### src/rtl/disp_pkg.sv
// rtl/disp_pkg.sv - shared types and helpers for the display arbiter
package disp_pkg;

  localparam int DIGIT_W = 16;

  typedef enum logic [1:0] {
    IDLE,
    HOLD,
    OPEN
  } state_t;

  // True when any 4-bit digit of the packed value is outside 0..9.
  function automatic logic bcd_bad(input logic [DIGIT_W-1:0] v);
    logic bad;
    bad = 1'b0;
    for (int i = 0; i < DIGIT_W / 4; i++) begin
      if (v[4*i +: 4] > 4'd9) bad = 1'b1;
    end
    return bad;
  endfunction

endpackage

### src/rtl/disp_arbiter_rr_pick.sv
// rtl/disp_arbiter_rr_pick.sv - combinational round-robin winner search
module rr_pick #(
  parameter int NREQ = 3,
  parameter int PW   = $clog2(NREQ)
) (
  input  logic [NREQ-1:0] req,
  input  logic [PW-1:0]   ptr,
  input  logic [NREQ-1:0] mask,
  output logic [NREQ-1:0] winner,
  output logic            valid
);

  logic [NREQ-1:0] cand;

  assign cand = req & ~mask;

  // Search starts just after ptr and wraps, so ptr itself is tried last.
  always_comb begin
    winner = '0;
    valid  = 1'b0;
    for (int i = 1; i <= NREQ; i++) begin
      if (!valid && cand[(int'(ptr) + i) % NREQ]) begin
        winner[(int'(ptr) + i) % NREQ] = 1'b1;
        valid = 1'b1;
      end
    end
  end

endmodule

### src/rtl/disp_arbiter.sv
// rtl/disp_arbiter.sv - round-robin display arbiter with minimum hold time
module disp_arbiter
  import disp_pkg::*;
#(
  parameter int          NREQ       = 3,
  parameter int          HOLD_TICKS = 27_000_000,
  parameter logic [15:0] IDLE_VAL   = 16'hFFFF
) (
  input  logic                    clk,
  input  logic                    rst,
  input  logic [NREQ-1:0]         req,
  input  logic [DIGIT_W*NREQ-1:0] data,
  output logic [NREQ-1:0]         gnt,
  output logic [DIGIT_W-1:0]      digito,
  output logic                    busy,
  output logic                    bcd_err
);

  localparam int CW = $clog2(HOLD_TICKS + 1);
  localparam int PW = $clog2(NREQ);
  localparam logic [CW-1:0] CNT_LOAD = CW'(HOLD_TICKS - 1);

  state_t            state, state_n;
  logic [CW-1:0]     hold_cnt, cnt_n;
  logic [PW-1:0]     ptr, ptr_n, win_idx;
  logic [NREQ-1:0]   gnt_n, winner;
  logic              win_valid, take;
  logic [DIGIT_W-1:0] sel, digito_n;
  logic              bcd_err_n, busy_n;

  // Masking the current grant only matters for the OPEN switch search;
  // on release the granted req is already low.
  rr_pick #(.NREQ(NREQ), .PW(PW)) u_pick (
    .req    (req),
    .ptr    (ptr),
    .mask   (gnt),
    .winner (winner),
    .valid  (win_valid)
  );

  always_comb begin
    win_idx = '0;
    for (int i = 0; i < NREQ; i++) begin
      if (winner[i]) win_idx = PW'(i);
    end
  end

  always_ff @(posedge clk) begin
    if (rst) begin
      state    <= IDLE;
      gnt      <= '0;
      hold_cnt <= '0;
      ptr      <= PW'(NREQ - 1);
      digito   <= IDLE_VAL;
      busy     <= 1'b0;
      bcd_err  <= 1'b0;
    end else begin
      state    <= state_n;
      gnt      <= gnt_n;
      hold_cnt <= cnt_n;
      ptr      <= ptr_n;
      digito   <= digito_n;
      busy     <= busy_n;
      bcd_err  <= bcd_err_n;
    end
  end

  always_comb begin
    state_n = state;
    gnt_n   = gnt;
    cnt_n   = hold_cnt;
    ptr_n   = ptr;
    take    = 1'b0;
    case (state)
      IDLE: take = win_valid;
      HOLD, OPEN: begin
        // Release wins over expiry and switch in the same cycle.
        if ((gnt & req) == '0) begin
          if (win_valid) begin
            take = 1'b1;
          end else begin
            state_n = IDLE;
            gnt_n   = '0;
            cnt_n   = '0;
          end
        end else if (state == HOLD) begin
          if (hold_cnt == '0) state_n = OPEN;
          else                cnt_n   = hold_cnt - 1'b1;
        end else begin
          take = win_valid;
        end
      end
      default: begin
        state_n = IDLE;
        gnt_n   = '0;
      end
    endcase
    if (take) begin
      state_n = HOLD;
      gnt_n   = winner;
      cnt_n   = CNT_LOAD;
      ptr_n   = win_idx;
    end
  end

  // Outputs follow the next-state grant so they line up with gnt.
  always_comb begin
    sel = '0;
    for (int i = 0; i < NREQ; i++) begin
      if (gnt_n[i]) sel = sel | data[DIGIT_W*i +: DIGIT_W];
    end
    busy_n = |gnt_n;
    if (gnt_n == '0) begin
      digito_n  = IDLE_VAL;
      bcd_err_n = 1'b0;
    end else begin
      digito_n  = sel;
      bcd_err_n = bcd_bad(sel);
    end
  end

endmodule

### config.mk
export PLATFORM = sky130hd
export DESIGN_NAME = disp_arbiter
export DESIGN_NICKNAME = d
export VERILOG_FILES = /design/src/rtl/disp_pkg.sv /design/src/rtl/disp_arbiter_rr_pick.sv /design/src/rtl/disp_arbiter.sv
export SDC_FILE = /design/constraint.sdc
export NUM_CORES = 1
export LEC_CHECK = 0
export CAP_MARGIN = 15
export CORE_ASPECT_RATIO = 0.75
export CORE_UTILIZATION = 49
export DETAILED_ROUTE_END_ITERATION = 12
export HOLD_SLACK_MARGIN = 0.1
export MAX_ROUTING_LAYER = met4
export PLACE_DENSITY_LB_ADDON = 0.2
export SYNTH_ARGS = -nofsm -noshare
export SYNTH_HDL_FRONTEND = slang
export SYNTH_HIERARCHICAL = 1
export SYNTH_SLANG_ARGS = --single-unit
### constraint.sdc
create_clock -name clk -period 3.6 [get_ports clk]
set_input_delay 0.72 -clock clk [delete_from_list [all_inputs] [get_ports clk]]
set_output_delay 0.72 -clock clk [all_outputs]
set_load 0.03 [all_outputs]
# Word level (Yosys, flattened, before mapping)
# Cells that the tools add are included.
# totals
regBits	50
inputBits	53
output_inout_bits	21
elab_cells	119
# classes
add_sub_neg	4
n_div	3
magnitude_cmp	10
eq_ne	13
muxes	50
n_bitwise	8
reduce_logical	22
# op_table
operator	count
$mux 25	6
$ge 32x1->1 const B	3
$lt 32x4->1 const B	3
$mod 32x3->32 const B	3
$mux 16	3
$or 16x16->16	2
$logic_not 25->1	1
$sub 25x1->25 const B	1
$mux 1	21
$mux 3	6
$gt 4x4->1 const B	4
$reduce_and 4->1	4
$ne 3x3->1 const B	5
$ne 4x4->1 const B	3
$mux 2	5
$add 2x2->3 const B	2
$and 3x3->3	2
$bmux 1 s2	3
$demux 1 s2	3
$logic_not 3->1	2
$ne 2x2->1 const B	3
$or 3x3->3	2
$pmux 3 s2	1
$reduce_or 2->1	3
13 further kinds	19

# Depth between registers and ports, before layout
# logic_depth
depth_word	26
ltp_mapped	17
depth_no_buf	13

# By module
# Netlist, hierarchy kept.
# by_module_without_submodules
module	instances	cells_per_inst	area_per_inst_um2
disp_arbiter	1	296	2464.9
rr_pick	1	39	307.8

# Worst setup path after synthesis
# Ideal clock, no wire load.
# synth_path
kind	input to register
from	input port req[1]
to	register digito[3]
arrival_ns	3.265
setup_slack_ns	0.208
stages	12
path_buffers	2
cell_sequence	nor2b_1 -> a22o_1 -> o31a_1 -> nand2b_1 -> nor2b_1 -> o221a_2 -> o41ai_2 -> buf_4 -> nor3_1 -> nor2_2 -> buf_4 -> nand2_1
# synth_via
elab_chain_cells	20
elab_cells_between_ends	39
classes_between	mux (26); bitwise (6); reduce/logical (7)
# synth_lines
element	line_no	text
start: declaration	disp_arbiter.sv:11	input logic [NREQ-1:0] req,
$and 3x3->3 (*)	disp_arbiter_rr_pick.sv:15	assign cand = req & ~mask;
$bmux 1 s2	disp_arbiter_rr_pick.sv:22	if (!valid && cand[(int'(ptr) + i) % NREQ]) begin
$mux 1 (implied by the code) (2 in a row)	disp_arbiter_rr_pick.sv:22	
$mux 1	disp_arbiter_rr_pick.sv:22	
$logic_not 1->1	disp_arbiter_rr_pick.sv:22	
$logic_and 1x1->1	disp_arbiter_rr_pick.sv:22	
$mux 1	disp_arbiter_rr_pick.sv:22	
$logic_not 1->1	disp_arbiter_rr_pick.sv:22	
[2 not listed]	n/a	
via win_valid	disp_arbiter.sv:27	logic win_valid, take;
[1 not listed]	n/a	
$mux 3 or $mux 1 (tied branches)	disp_arbiter.sv:78	if ((gnt & req) == '0) begin
$pmux 3 s2 or $pmux 1 s2 (tied branches)	disp_arbiter.sv:74	case (state)
$mux 3 (*)	disp_arbiter.sv:98	if (take) begin
$mux 16	disp_arbiter.sv:110	if (gnt_n[i]) sel = sel | data[DIGIT_W*i +: DIGIT_W];
$or 16x16->16	disp_arbiter.sv:110	
$mux 16	disp_arbiter.sv:110	
$or 16x16->16	disp_arbiter.sv:110	
$mux 16	disp_arbiter.sv:110	
end signal: assignment	disp_arbiter.sv:62	digito <= digito_n;
end: declaration	disp_arbiter.sv:14	output logic [DIGIT_W-1:0] digito,
# Mark *: on every way through the listed nets, which the timed path passes. The rest lies on a longest branch. The select of a mux whose other input is x is not followed.
# A chain may end at the register's enable or synchronous reset.

# Worst setup path after layout
# layout_path
from	input port req[0]
to	register bcd_err
# layout_via
elab_chain_cells	25
elab_cells_between_ends	47
classes_between	order compare (4); mux (30); bitwise (6); reduce/logical (7)
# layout_lines
element	line_no	text
$and 3x3->3 (*)	disp_arbiter_rr_pick.sv:15	
$bmux 1 s2	disp_arbiter_rr_pick.sv:22	
$mux 1 (implied by the code) (2 in a row)	disp_arbiter_rr_pick.sv:22	
$mux 1	disp_arbiter_rr_pick.sv:22	
$logic_not 1->1	disp_arbiter_rr_pick.sv:22	
$logic_and 1x1->1	disp_arbiter_rr_pick.sv:22	
$mux 1	disp_arbiter_rr_pick.sv:22	
$logic_not 1->1	disp_arbiter_rr_pick.sv:22	
[2 not listed]	n/a	
via win_valid	disp_arbiter.sv:27	
[3 not listed]	n/a	
$mux 3 (*)	disp_arbiter.sv:98	
$mux 16	disp_arbiter.sv:110	
$or 16x16->16	disp_arbiter.sv:110	
$mux 16	disp_arbiter.sv:110	
$or 16x16->16	disp_arbiter.sv:110	
$mux 16	disp_arbiter.sv:110	
$gt 4x4->1	disp_pkg.sv:17	if (v[4*i +: 4] > 4'd9) bad = 1'b1;
$mux 1 (4 in a row)	disp_pkg.sv:17	
end signal: assignment	disp_arbiter.sv:64	bcd_err <= bcd_err_n;
end: declaration	disp_arbiter.sv:16	output logic bcd_err
# Marks and branches as above.

==> impl_metrics.py <==
metrics = {
    "status": {
        "status": "completed",
    },
    "floorplan": {
        "io_pins": 74,
        "dieArea_um2": 5970,
        "coreArea_um2": 5410,
        "rows": 23,
        "start_util_pct": 51.2,
        "die_w_um": 88.9,
        "die_h_um": 67.1,
    },
    "place": {
        "place.gp.congestion": 0.894,
        "dp_hpwl_mm": 5.79,
        "pre_cts_slack_ns": -0.223,
        "placed_cells": 496,
        "place_area_um2": 3770,
        "port_buffers": 73,
    },
    "setup_path": {
        "cp.arrival_ns": 3.68,
        "cp_slowest_cell": "clkdlybuf4s50_1",
        "r2r-end": "bcd_err",
        "start_kind": "primary input",
        "cp_max_fo": 13,
        "cp_data_required_time_ns": 3.79,
        "critPathKind": "in2reg",
        "cpPeakStageDelay_ns": 0.51,
        "r2r_cells": 13,
        "cp-end-kind": "flop",
        "r2r_slack_ns": 0.23,
        "reg2reg_from": "ptr[1]",
        "path_cells": "clkdlybuf4s50_1 -> or4b_1 -> o211ai_1 -> inv_1 -> nand2b_4 -> nor2b_2 -> o221a_2 -> o41ai_2 -> buf_4 -> a222oi_1 -> a21oi_1 -> o41a_1",
    },
    "min_path": {
        "hold_class": "reg2reg",
        "hold_depth": 2,
        "min-delay-start": "hold_cnt[20]",
        "hold_end": "hold_cnt[20]",
    },
    "clock_tree": {
        "cts_buffers": 5,
        "cts_buffer_depth": 2,
        "holdBufCountCts": 0,
        "h-tree-depth": 2,
        "clk_latency_ns": 0.30,
        "cts_tree": "built",
        "root_buffer": "clkbuf_8",
        "clkSlewWorstSetupHoldPaths_ns": 0.10,
        "cts.sinks": 50,
    },
    "cells_and_area": {
        "synthToLayoutAreaGrowth_pct": 40.7,
        "design_area_um2": 3900,
        "diodes": 0,
        "layout-drive-gt1-share_pct": 12.5,
        "finalNetCount": 492,
        "fin_util_pct": 72.1,
        "final_cells": 506,
        "fillCellCount": 457,
    },
    "drt": {
        "drt_iter0_drc": 294,
        "drtAntennaViolNets": 0,
        "vias": 2996,
        "drt-total-wl_mm": 7.82,
        "wl_per_cell_um": 15.5,
        "routed_via_density": 5.92,
        "first_pass_iters": 6,
        "drc": 0,
    },
    "sta": {
        "post-route-period-util_pct": 97.0,
        "slew_violations": 0,
        "skew_ns": 0.0105,
        "fin_ws_ns": 0.108,
        "max_freq_ghz": 0.286,
        "setup_viol": 0,
        "final_hold_viol_count": 0,
        "slew-limit-headroom_pct": 53.0,
        "worst_pin_slew_ns": 0.703,
        "min_period_ns": 3.49,
    },
    "synthesis": {
        "ys_ff_latch": 50,
        "postSynthNetCount": 397,
        "async_reset_ff_share_pct": 0,
        "avgSynthCellArea_um2": 8.28,
        "synth.top_cell.area_share_pct": 36.1,
        "synth_compound_area_share_pct": 28.3,
        "synthDistinctLibCells": 54,
        "synth-main-ff-cell": "dfxtp_1",
        "synth_area_leaders": "dfxtp_1, a222oi_1, a21oi_1",
        "yosys.area.top_type": "dfxtp_1",
        "synth-simple-area-share_pct": 23.6,
        "synth_xor_area_share_pct": 1.90,
        "yosys_warnings": 6,
        "synthMuxAreaShare_pct": 0.722,
        "yosysSeqAreaShare_pct": 36.1,
        "synth_edf_count": 0,
        "syn_area_um2": 2770,
        "syn-instance-count": 335,
        "synthAdderAreaFrac_pct": 4.06,
        "synth_top_family_by_area": "compound AO/OA/AOI/OAI gates",
    },
    "power": {
        "combPwrFrac_pct": 68.1,
        "pwr-share-seq_pct": 22.4,
        "power_density_nw_per_um2": 1080,
        "power.internal_uw": 2290,
        "p_leak_uw": 0.00149,
        "clockPowerShare_pct": 9.6,
        "p_total_uw": 4200,
        "ir_worst_vdd_uv": 545,
        "switching_share_pct": 45.4,
        "p_switching_uw": 1910,
    },
    "global_route": {
        "grt_overflow_total": 0,
        "grt_usage_pct": 27.3,
        "grt_pass1_vias": 2719,
        "grt_pass1_wl_mm": 12.3,
        "antenna_found_initial": 0,
        "grt_max_degree": 19,
    },
    "flow_run": {
        "drv_cap": 0,
    },
}
metrics by stage:
stage               hold WS, ns  TNS (ns)
floorplan                 0.467         0
detailed placement        0.483    -0.223
finish                    0.504         0
global placement          0.481   -0.0893
CTS                       0.500         0
global route              0.536   -0.0364
cells in the final DEF, fill, tap and decap left out, types with 11 or more instances in the layout:
cell type	n
a21oi_1	28
a222oi_1	15
a31oi_1	13
buf_4	28
clkdlybuf4s50_1	73
dfxtp_1	50
inv_1	16
nand2_1	26
nand2b_1	11
nor2_1	34
o21ai_0	22
timing repair:
item / CTS / global route
setup buffers: 0 / 2
setup endpoints to repair: 0 / 1
resized for setup: 0 / 2
cell families after synthesis:
| group | after synthesis |
|---|---|
| flip-flops | 50 |
| multiplexers | 2 |
| adder cells (fa/ha/maj) | 9 |
| AO/OA/AOI/OAI | 113 |
| buffers and inverters | 32 |
| XOR/XNOR | 6 |
| AND/OR/NAND/NOR | 123 |
how the worst max path moves through the flow:
stage,start,endpoint,slack [ns],cells after the start
after detailed placement,req[0],bcd_err,-0.22,12
after floorplan,req[1],digito[3],0.21,12
after global placement,req[0],bcd_err,-0.09,12
after CTS,req[0],bcd_err,0.10,12
after global routing,req[1],bcd_err,-0.04,13
final,req[0],bcd_err,0.11,12
cell usage after synthesis (all sizes together) (2+ instances only):
| cell type | number |
|---|---|
| dfxtp | 50 |
| a21oi | 30 |
| o211ai | 3 |
| a222oi | 15 |
| ha | 9 |
| nor3b | 4 |
| a211oi | 3 |
| buf | 11 |
| nand2 | 26 |
| or4 | 4 |
| nand3 | 7 |
| nor3 | 6 |
| o21ai | 29 |
| a22oi | 4 |
| nor2b | 7 |
| mux2i | 2 |
| clkbuf | 5 |
| nor2 | 36 |
| and2 | 3 |
| o41a | 2 |
| a31oi | 13 |
| o22ai | 2 |
| xor2 | 6 |
| nand2b | 12 |
| or3 | 4 |
| nor4 | 6 |
| o32ai | 2 |
| nand4b | 2 |
| nand3b | 2 |
| inv | 16 |
| o41ai | 2 |
final cells by class:
type                            count  area, um^2  share of cell area (%)
Multi-Input combinational cell    253        1640                    41.9
Sequential cell                    50        1000                    25.6
Timing Repair Buffer              104        1000                    25.6
Tap cell                           75        93.8                    2.40
Clock buffer                        6        72.6                    1.86
Inverter                           16        60.1                    1.54
Clock inverter                      2        37.5                   0.962
power groups by stage:
| stage | combinational (uW) | sequential, uW | clock [uW] |
|---|---|---|---|
| after floorplan | 1640 | 1050 | 0 |
| after detailed placement | 2760 | 947 | 0 |
| after global routing | 3130 | 967 | 433 |
| after CTS | 2770 | 936 | 410 |
| after global placement | 2690 | 937 | 0 |
| final | 2860 | 939 | 402 |
critical path: cells and delay by family:
family | cells | cell delay (ns)
AOI/OAI and AO/OA | 6 | 1.45
buffers and inverters | 3 | 0.82
and+or+nand+nor | 3 | 0.70
sequential cells by signal, indices dropped and copies added (netlist names):
name	flops
bcd_err	1
busy	1
digito	16
gnt	3
hold_cnt	25
ptr	2
state	2
metal layers:
layer  part of all wire, %  global-route usage, %  routed length [um]  up-vias
met1                    42                   34.1                3290     1401
met2                    48                   44.3                3750      137
met4                   1.8                   8.06                 141        0
met3                   8.1                   6.36                 636       18
li1                      -                      -                   -     1440
met5                     0                      -                   0        -
Note: power is estimated with default switching activity, not from simulation.
==> RTL change 1: new RTL, same flow settings <==
Register the output `digito` once more, with the module's reset; this adds one clock of latency there. The other outputs are not delayed to match.
--- a/src/rtl/disp_arbiter.sv
+++ b/src/rtl/disp_arbiter.sv
@@ -19,6 +19,8 @@
   localparam int CW = $clog2(HOLD_TICKS + 1);
   localparam int PW = $clog2(NREQ);
   localparam logic [CW-1:0] CNT_LOAD = CW'(HOLD_TICKS - 1);
+
+  logic [DIGIT_W-1:0] digito_s0;
 
   state_t            state, state_n;
   logic [CW-1:0]     hold_cnt, cnt_n;
@@ -51,7 +53,7 @@
       gnt      <= '0;
       hold_cnt <= '0;
       ptr      <= PW'(NREQ - 1);
-      digito   <= IDLE_VAL;
+      digito_s0 <= IDLE_VAL;
       busy     <= 1'b0;
       bcd_err  <= 1'b0;
     end else begin
@@ -59,7 +61,7 @@
       gnt      <= gnt_n;
       hold_cnt <= cnt_n;
       ptr      <= ptr_n;
-      digito   <= digito_n;
+      digito_s0 <= digito_n;
       busy     <= busy_n;
       bcd_err  <= bcd_err_n;
     end
@@ -119,5 +121,13 @@
     end
   end
 
+  always_ff @(posedge clk) begin
+    if (rst) begin
+      digito <= '0;
+    end else begin
+      digito <= digito_s0;
+    end
+  end
+
 endmodule
 
Behaviour: not the same (a bounded check fails within 4 cycles, from zero or initial values and one cycle with rst high).
==> RTL change 1 against the original RTL <==
Critical endpoint unchanged. Power is 8.5% higher. Final area increased by 14%. Die area increased by 16%. Non-clock buffer count rose by 6. Synthesized area is 17% higher. Setup slack worse by 0.0040 ns. Routed wire length increased by 13%. Count of clock-buffer cells in the layout increased by 3. Largest power group unchanged. First-iteration DRC count is 24% lower. Critical path type unchanged. Sequential cell count up 16.
==> RTL change 1: results (changes against the original RTL) <==
<table>
<tr><th>Metric</th><th>Value</th></tr>
<tr><th colspan="2">GRT</th></tr>
<tr><td>Met3 global-route usage</td><td>5.45% (-0.91 points)</td></tr>
<tr><td>Number of global-route vias before repair</td><td>2992 (+10%)</td></tr>
<tr><th colspan="2">Synthesis</th></tr>
<tr><td>Synth Area in Compound Gates</td><td>25.7% (-2.6 points)</td></tr>
<tr><td>Fraction of synthesized area in multiplexers</td><td>0.309% (-0.41 points)</td></tr>
<tr><td>Sequential element share of the synthesized area</td><td>40.8% (+4.7 points)</td></tr>
<tr><td>Fraction of post-synthesis cell area in the top cell type by area</td><td>40.8% (+4.7 points)</td></tr>
<tr><td>Yosys cell types</td><td>60 (+11%)</td></tr>
<tr><td>Cell types with the largest area share after synthesis</td><td>sky130_fd_sc_hd__dfxtp_1, sky130_fd_sc_hd__a222oi_1, sky130_fd_sc_hd__a21oi_1, sky130_fd_sc_hd__nor2_1, sky130_fd_sc_hd__nand2_1</td></tr>
<tr><th colspan="2">Critical path</th></tr>
<tr><td>Arrival time at the worst endpoint</td><td>3.73 ns (+0.05 ns)</td></tr>
<tr><td>Standard cell with the maximum stage delay on the critical path</td><td>sky130_fd_sc_hd__a222oi_1</td></tr>
<tr><th colspan="2">Place</th></tr>
<tr><td>Placer's final routability congestion estimate</td><td>0.905 (+1.2%)</td></tr>
<tr><td>Cell total after placement</td><td>548 (+10%)</td></tr>
<tr><th colspan="2">Cells and area</th></tr>
<tr><td>Multi-input gates</td><td>277 (+9.5%)</td></tr>
<tr><td>Register area</td><td>1320 um^2 (+32%)</td></tr>
<tr><td>Non-clock buffer area fraction after layout</td><td>22.7% (-3.0 points)</td></tr>
<tr><td>Multi-input gate share of the layout cell area</td><td>39.6% (-2.3 points)</td></tr>
<tr><td>Nonclk buf count</td><td>110 (+5.8%)</td></tr>
<tr><td>Number of nets in the layout</td><td>541 (+10%)</td></tr>
<tr><th colspan="2">Pwr</th></tr>
<tr><td>Worst vdd rail ir drop</td><td>482 uV (-12%)</td></tr>
<tr><th colspan="2">Clock tree</th></tr>
<tr><td>Clock latency on the worst-skew pair</td><td>0.35 ns (+0.05 ns)</td></tr>
<tr><td>Total CTS buffers</td><td>9 (+4)</td></tr>
<tr><td>H-Tree Level Count</td><td>3 (+1)</td></tr>
<tr><th colspan="2">Timing</th></tr>
<tr><td>Clock Skew</td><td>0.0143 ns (+0.00373 ns)</td></tr>
<tr><th colspan="2">Status</th></tr>
<tr><td>Result of the run</td><td>finished clean</td></tr>
<tr><th colspan="2">Worst hold path</th></tr>
<tr><td>Hold Path Cell Cnt</td><td>1 (-1)</td></tr>
</table>
==> RTL change 1: cell count changes in the layout (fill, tap and decap cells not counted), sizes merged, moves of 6 or more <==
cell    change
nor2b      +15
a31oi       -8
o32ai      +11
dfxtp      +16
nand2b      -6
buf         +6
o21ai      -16
nand2      +11
==> RTL change 1: stage by stage <==
step	utilization [%]	TNS, ns	setup WS (ns)	cell area (um^2)
detailed placement	66.8	-0.905	-0.229	4240
floorplan	-	0	0.308	3240
global route	70.1	0	0.0168	4450
CTS	69.9	0	0.128	4440
global placement	66.8	-0.362	-0.111	4240
finish	70.1	0	0.104	4450
==> RTL change 1: power groups by stage <==
stage / clock network [mW] / logic, mW / registers, mW
2_1_floorplan: 0 / 1.71 / 1.20
3_3_place_gp: 0 / 2.68 / 1.12
3_5_place_dp: 0 / 2.75 / 1.13
4_1_cts: 0.632 / 2.77 / 1.12
5_1_grt: 0.671 / 3.08 / 1.15
6_report: 0.622 / 2.81 / 1.12
==> RTL change 1: path summary, 6_finish.rpt <==
check,to,slack [ns],start
max,bcd_err,0.10,req[1]
min,digito[4],0.43,digito_s0[4]
max reg2reg,bcd_err,0.22,ptr[1]
min reg2reg,digito[4],0.43,digito_s0[4]
==> RTL change 1: repair_timing <==
| action | CTS | global route |
|---|---|---|
| hold buffers | 0 | 0 |
| gates resized for setup | 0 | 1 |
| setup endpoints to repair | 0 | 1 |
| buffers inserted | 0 | 1 |
==> RTL change 1: layer usage <==
| layer | routed length (um) | part of all wire [%] | vias to the layer above |
|---|---|---|---|
| li1 | - | - | 1605 |
| met4 | 86 | 0.97 | 0 |
| met5 | 0 | 0 | - |
| met2 | 4300 | 48 | 115 |
| met1 | 3990 | 45 | 1533 |
| met3 | 497 | 5.6 | 10 |
==> RTL change 2: new RTL, config.mk and constraints unchanged <==
Made on the original files. `HOLD_TICKS`: 27_000_000 -> 6_750_000.
--- a/src/rtl/disp_arbiter.sv
+++ b/src/rtl/disp_arbiter.sv
@@ -3,7 +3,7 @@
   import disp_pkg::*;
 #(
   parameter int          NREQ       = 3,
-  parameter int          HOLD_TICKS = 27_000_000,
+  parameter int          HOLD_TICKS = 6_750_000,
   parameter logic [15:0] IDLE_VAL   = 16'hFFFF
 ) (
   input  logic                    clk,
Function: no difference found for any inputs over 4 cycles, from zero or initial values and one cycle with rst high; that may be too few to reach the edited logic, so the function may still have changed.
==> RTL change 2 against the original RTL <==
The run now ends with negative setup slack left. Global-route usage increased by 0.96 points. Sequential cell count down 2. Synthesized area grew 1.4%. Power rose by 14%. Setup slack lost 0.14 ns. Routed wire length grew 11%. Final area increased by 2.4%. First-iteration DRC count down 0.34%. Final cell count up 0.40%. Critical endpoint unchanged. Largest cell class unchanged.
==> RTL change 2: results (changes against the original RTL) <==
<table>
<tr><th>Metric</th><th>Value</th></tr>
<tr><th colspan="2">Place</th></tr>
<tr><td>Placer's final routability congestion estimate</td><td>0.908 (+1.5%)</td></tr>
<tr><td>Cell total after placement</td><td>493 (-0.60%)</td></tr>
<tr><th colspan="2">Pwr</th></tr>
<tr><td>Worst vdd rail ir drop</td><td>942 uV (+73%)</td></tr>
<tr><td>Sw frac</td><td>47.3% (+1.8 points)</td></tr>
<tr><td>P_leak</td><td>1.53 nW (+3.2%)</td></tr>
<tr><th colspan="2">Critical path</th></tr>
<tr><td>Crit Path Max Fanout</td><td>6 (-7)</td></tr>
<tr><td>Number of cells on the worst reg-to-reg path</td><td>12 (-1)</td></tr>
<tr><th colspan="2">Timing</th></tr>
<tr><td>Tightest Pin Transition</td><td>0.738 ns (+0.0352 ns)</td></tr>
<tr><td>Total of endpoints with negative setup slack in the final report</td><td>1 (+1)</td></tr>
<tr><td>Final setup TNS</td><td>-0.0347 ns (-0.0347 ns)</td></tr>
<tr><td>Final setup slack of the worst path</td><td>-0.0347 ns (-0.143 ns)</td></tr>
<tr><th colspan="2">Synthesis</th></tr>
<tr><td>Number of instances in the synthesized netlist</td><td>332 (-0.90%)</td></tr>
<tr><td>Most numerous cell types in the synthesized netlist</td><td>sky130_fd_sc_hd__dfxtp_1, sky130_fd_sc_hd__a21oi_1, sky130_fd_sc_hd__nand2_1</td></tr>
<tr><td>Synthesized net count</td><td>394 (-0.76%)</td></tr>
<tr><td>Yosys cell types</td><td>63 (+17%)</td></tr>
<tr><th colspan="2">Cells and area</th></tr>
<tr><td>Fillcell total</td><td>411 (-10%)</td></tr>
<tr><td>Fraction of layout instances using a drive strength above 1</td><td>15.5% (+2.9 points)</td></tr>
<tr><th colspan="2">GRT</th></tr>
<tr><td>Pin count of the biggest net entering global routing</td><td>21 (+2)</td></tr>
<tr><td>Number of global-route vias before repair</td><td>2731 (+0.44%)</td></tr>
<tr><td>Global Route Usage Sum</td><td>28.3% (+0.96 points)</td></tr>
<tr><td>First-pass GRT wire length</td><td>12700 um (+3.1%)</td></tr>
<tr><th colspan="2">Detailed routing</th></tr>
<tr><td>Met3 wire len</td><td>680 um (+6.9%)</td></tr>
<tr><td>Vias per std cell</td><td>6.10 (+3.1%)</td></tr>
<tr><td>Routed wire length on met2</td><td>4130 um (+10%)</td></tr>
<tr><td>Pre-antenna DRT Iters</td><td>5 (-1)</td></tr>
<tr><td>First-iteration detailed-routing DRC count</td><td>293 (-0.34%)</td></tr>
<tr><td>Metal-1 WL</td><td>3760 um (+14%)</td></tr>
<tr><th colspan="2">Status</th></tr>
<tr><td>Result of the run</td><td>complete, but fails checks</td></tr>
<tr><td>Failing checks</td><td>negative setup slack</td></tr>
</table>
## RTL change 2: area by class of cell
| cell class | count | area (um^2) | share of cell area (%) |
|---|---|---|---|
| multi-input combinational | 250 | 1710 | 42.8 |
| tap | 75 | 93.8 | 2.35 |
| clock inverter | 3 | 68.8 | 1.72 |
| inverter | 15 | 56.3 | 1.41 |
| sequential | 48 | 961 | 24.0 |
| clock buffer | 5 | 68.8 | 1.72 |
| timing repair buffer | 112 | 1040 | 25.9 |
## RTL change 2: worst min-delay path by stage
| stage | startpoint | depth (start not counted) | slack [ns] | end |
|---|---|---|---|---|
| CTS | hold_cnt[17] | 2 | 0.48 | hold_cnt[17] |
| detailed placement | hold_cnt[17] | 2 | 0.47 | hold_cnt[17] |
| floorplan | hold_cnt[17] | 2 | 0.45 | hold_cnt[17] |
| global placement | hold_cnt[17] | 2 | 0.46 | hold_cnt[17] |
| finish | hold_cnt[17] | 2 | 0.48 | hold_cnt[17] |
| global route | hold_cnt[12] | 2 | 0.51 | hold_cnt[12] |
## RTL change 2: logic make-up after synthesis
logic type | count (synthesis) | synth area share (%)
AOI/OAI and AO/OA | 116 | 31.0
adders and majority gates | 9 | 4.00
muxes | 3 | 1.25
DFF | 48 | 34.2
and+or+nand+nor | 120 | 23.3
buffers and inverters | 36 | 6.27
## RTL change 2: power groups by stage
stage               Clock, mW  Combinational (mW)  Sequential (mW)
floorplan                   0                1.93             1.03
global placement            0                3.01            0.914
detailed placement          0                3.09            0.925
CTS                     0.477                3.12            0.915
global route            0.500                3.63            0.954
finish                  0.475                3.39            0.921
## RTL change 2: worst max-delay path, stage by stage
cell and delay [ns]:
sky130_fd_sc_hd__clkdlybuf4s50_1 0.47, sky130_fd_sc_hd__nor2b_1 0.17, sky130_fd_sc_hd__a22o_1 0.23, sky130_fd_sc_hd__o31a_1 0.29, sky130_fd_sc_hd__nand2b_4 0.16, sky130_fd_sc_hd__and2b_2 0.23
sky130_fd_sc_hd__o221ai_4 0.10, sky130_fd_sc_hd__mux2_4 0.38, sky130_fd_sc_hd__a222oi_1 0.46, sky130_fd_sc_hd__a21oi_1 0.17, sky130_fd_sc_hd__o41a_1 0.45
## RTL change 2: metrics by stage
step                      total power, mW  instance area, um^2  setup slack (ns)  hold WS (ns)
final                                4.79                 4000           -0.0347         0.485
after CTS                            4.52                 3930            0.0247         0.484
after global routing                 5.08                 4000           -0.0569         0.508
after detailed placement             4.01                 3780            -0.329         0.468
after global placement               3.92                 3780            -0.202         0.464
after floorplan                      2.96                 2810             0.280         0.448
## RTL change 2: timing repair
item / in CTS / in global routing
gates resized for setup: 1 / 4
pin swaps: 1 / 5
buffers inserted: 1 / 4
setup endpoints to repair: 1 / 1
gates cloned: 0 / 2
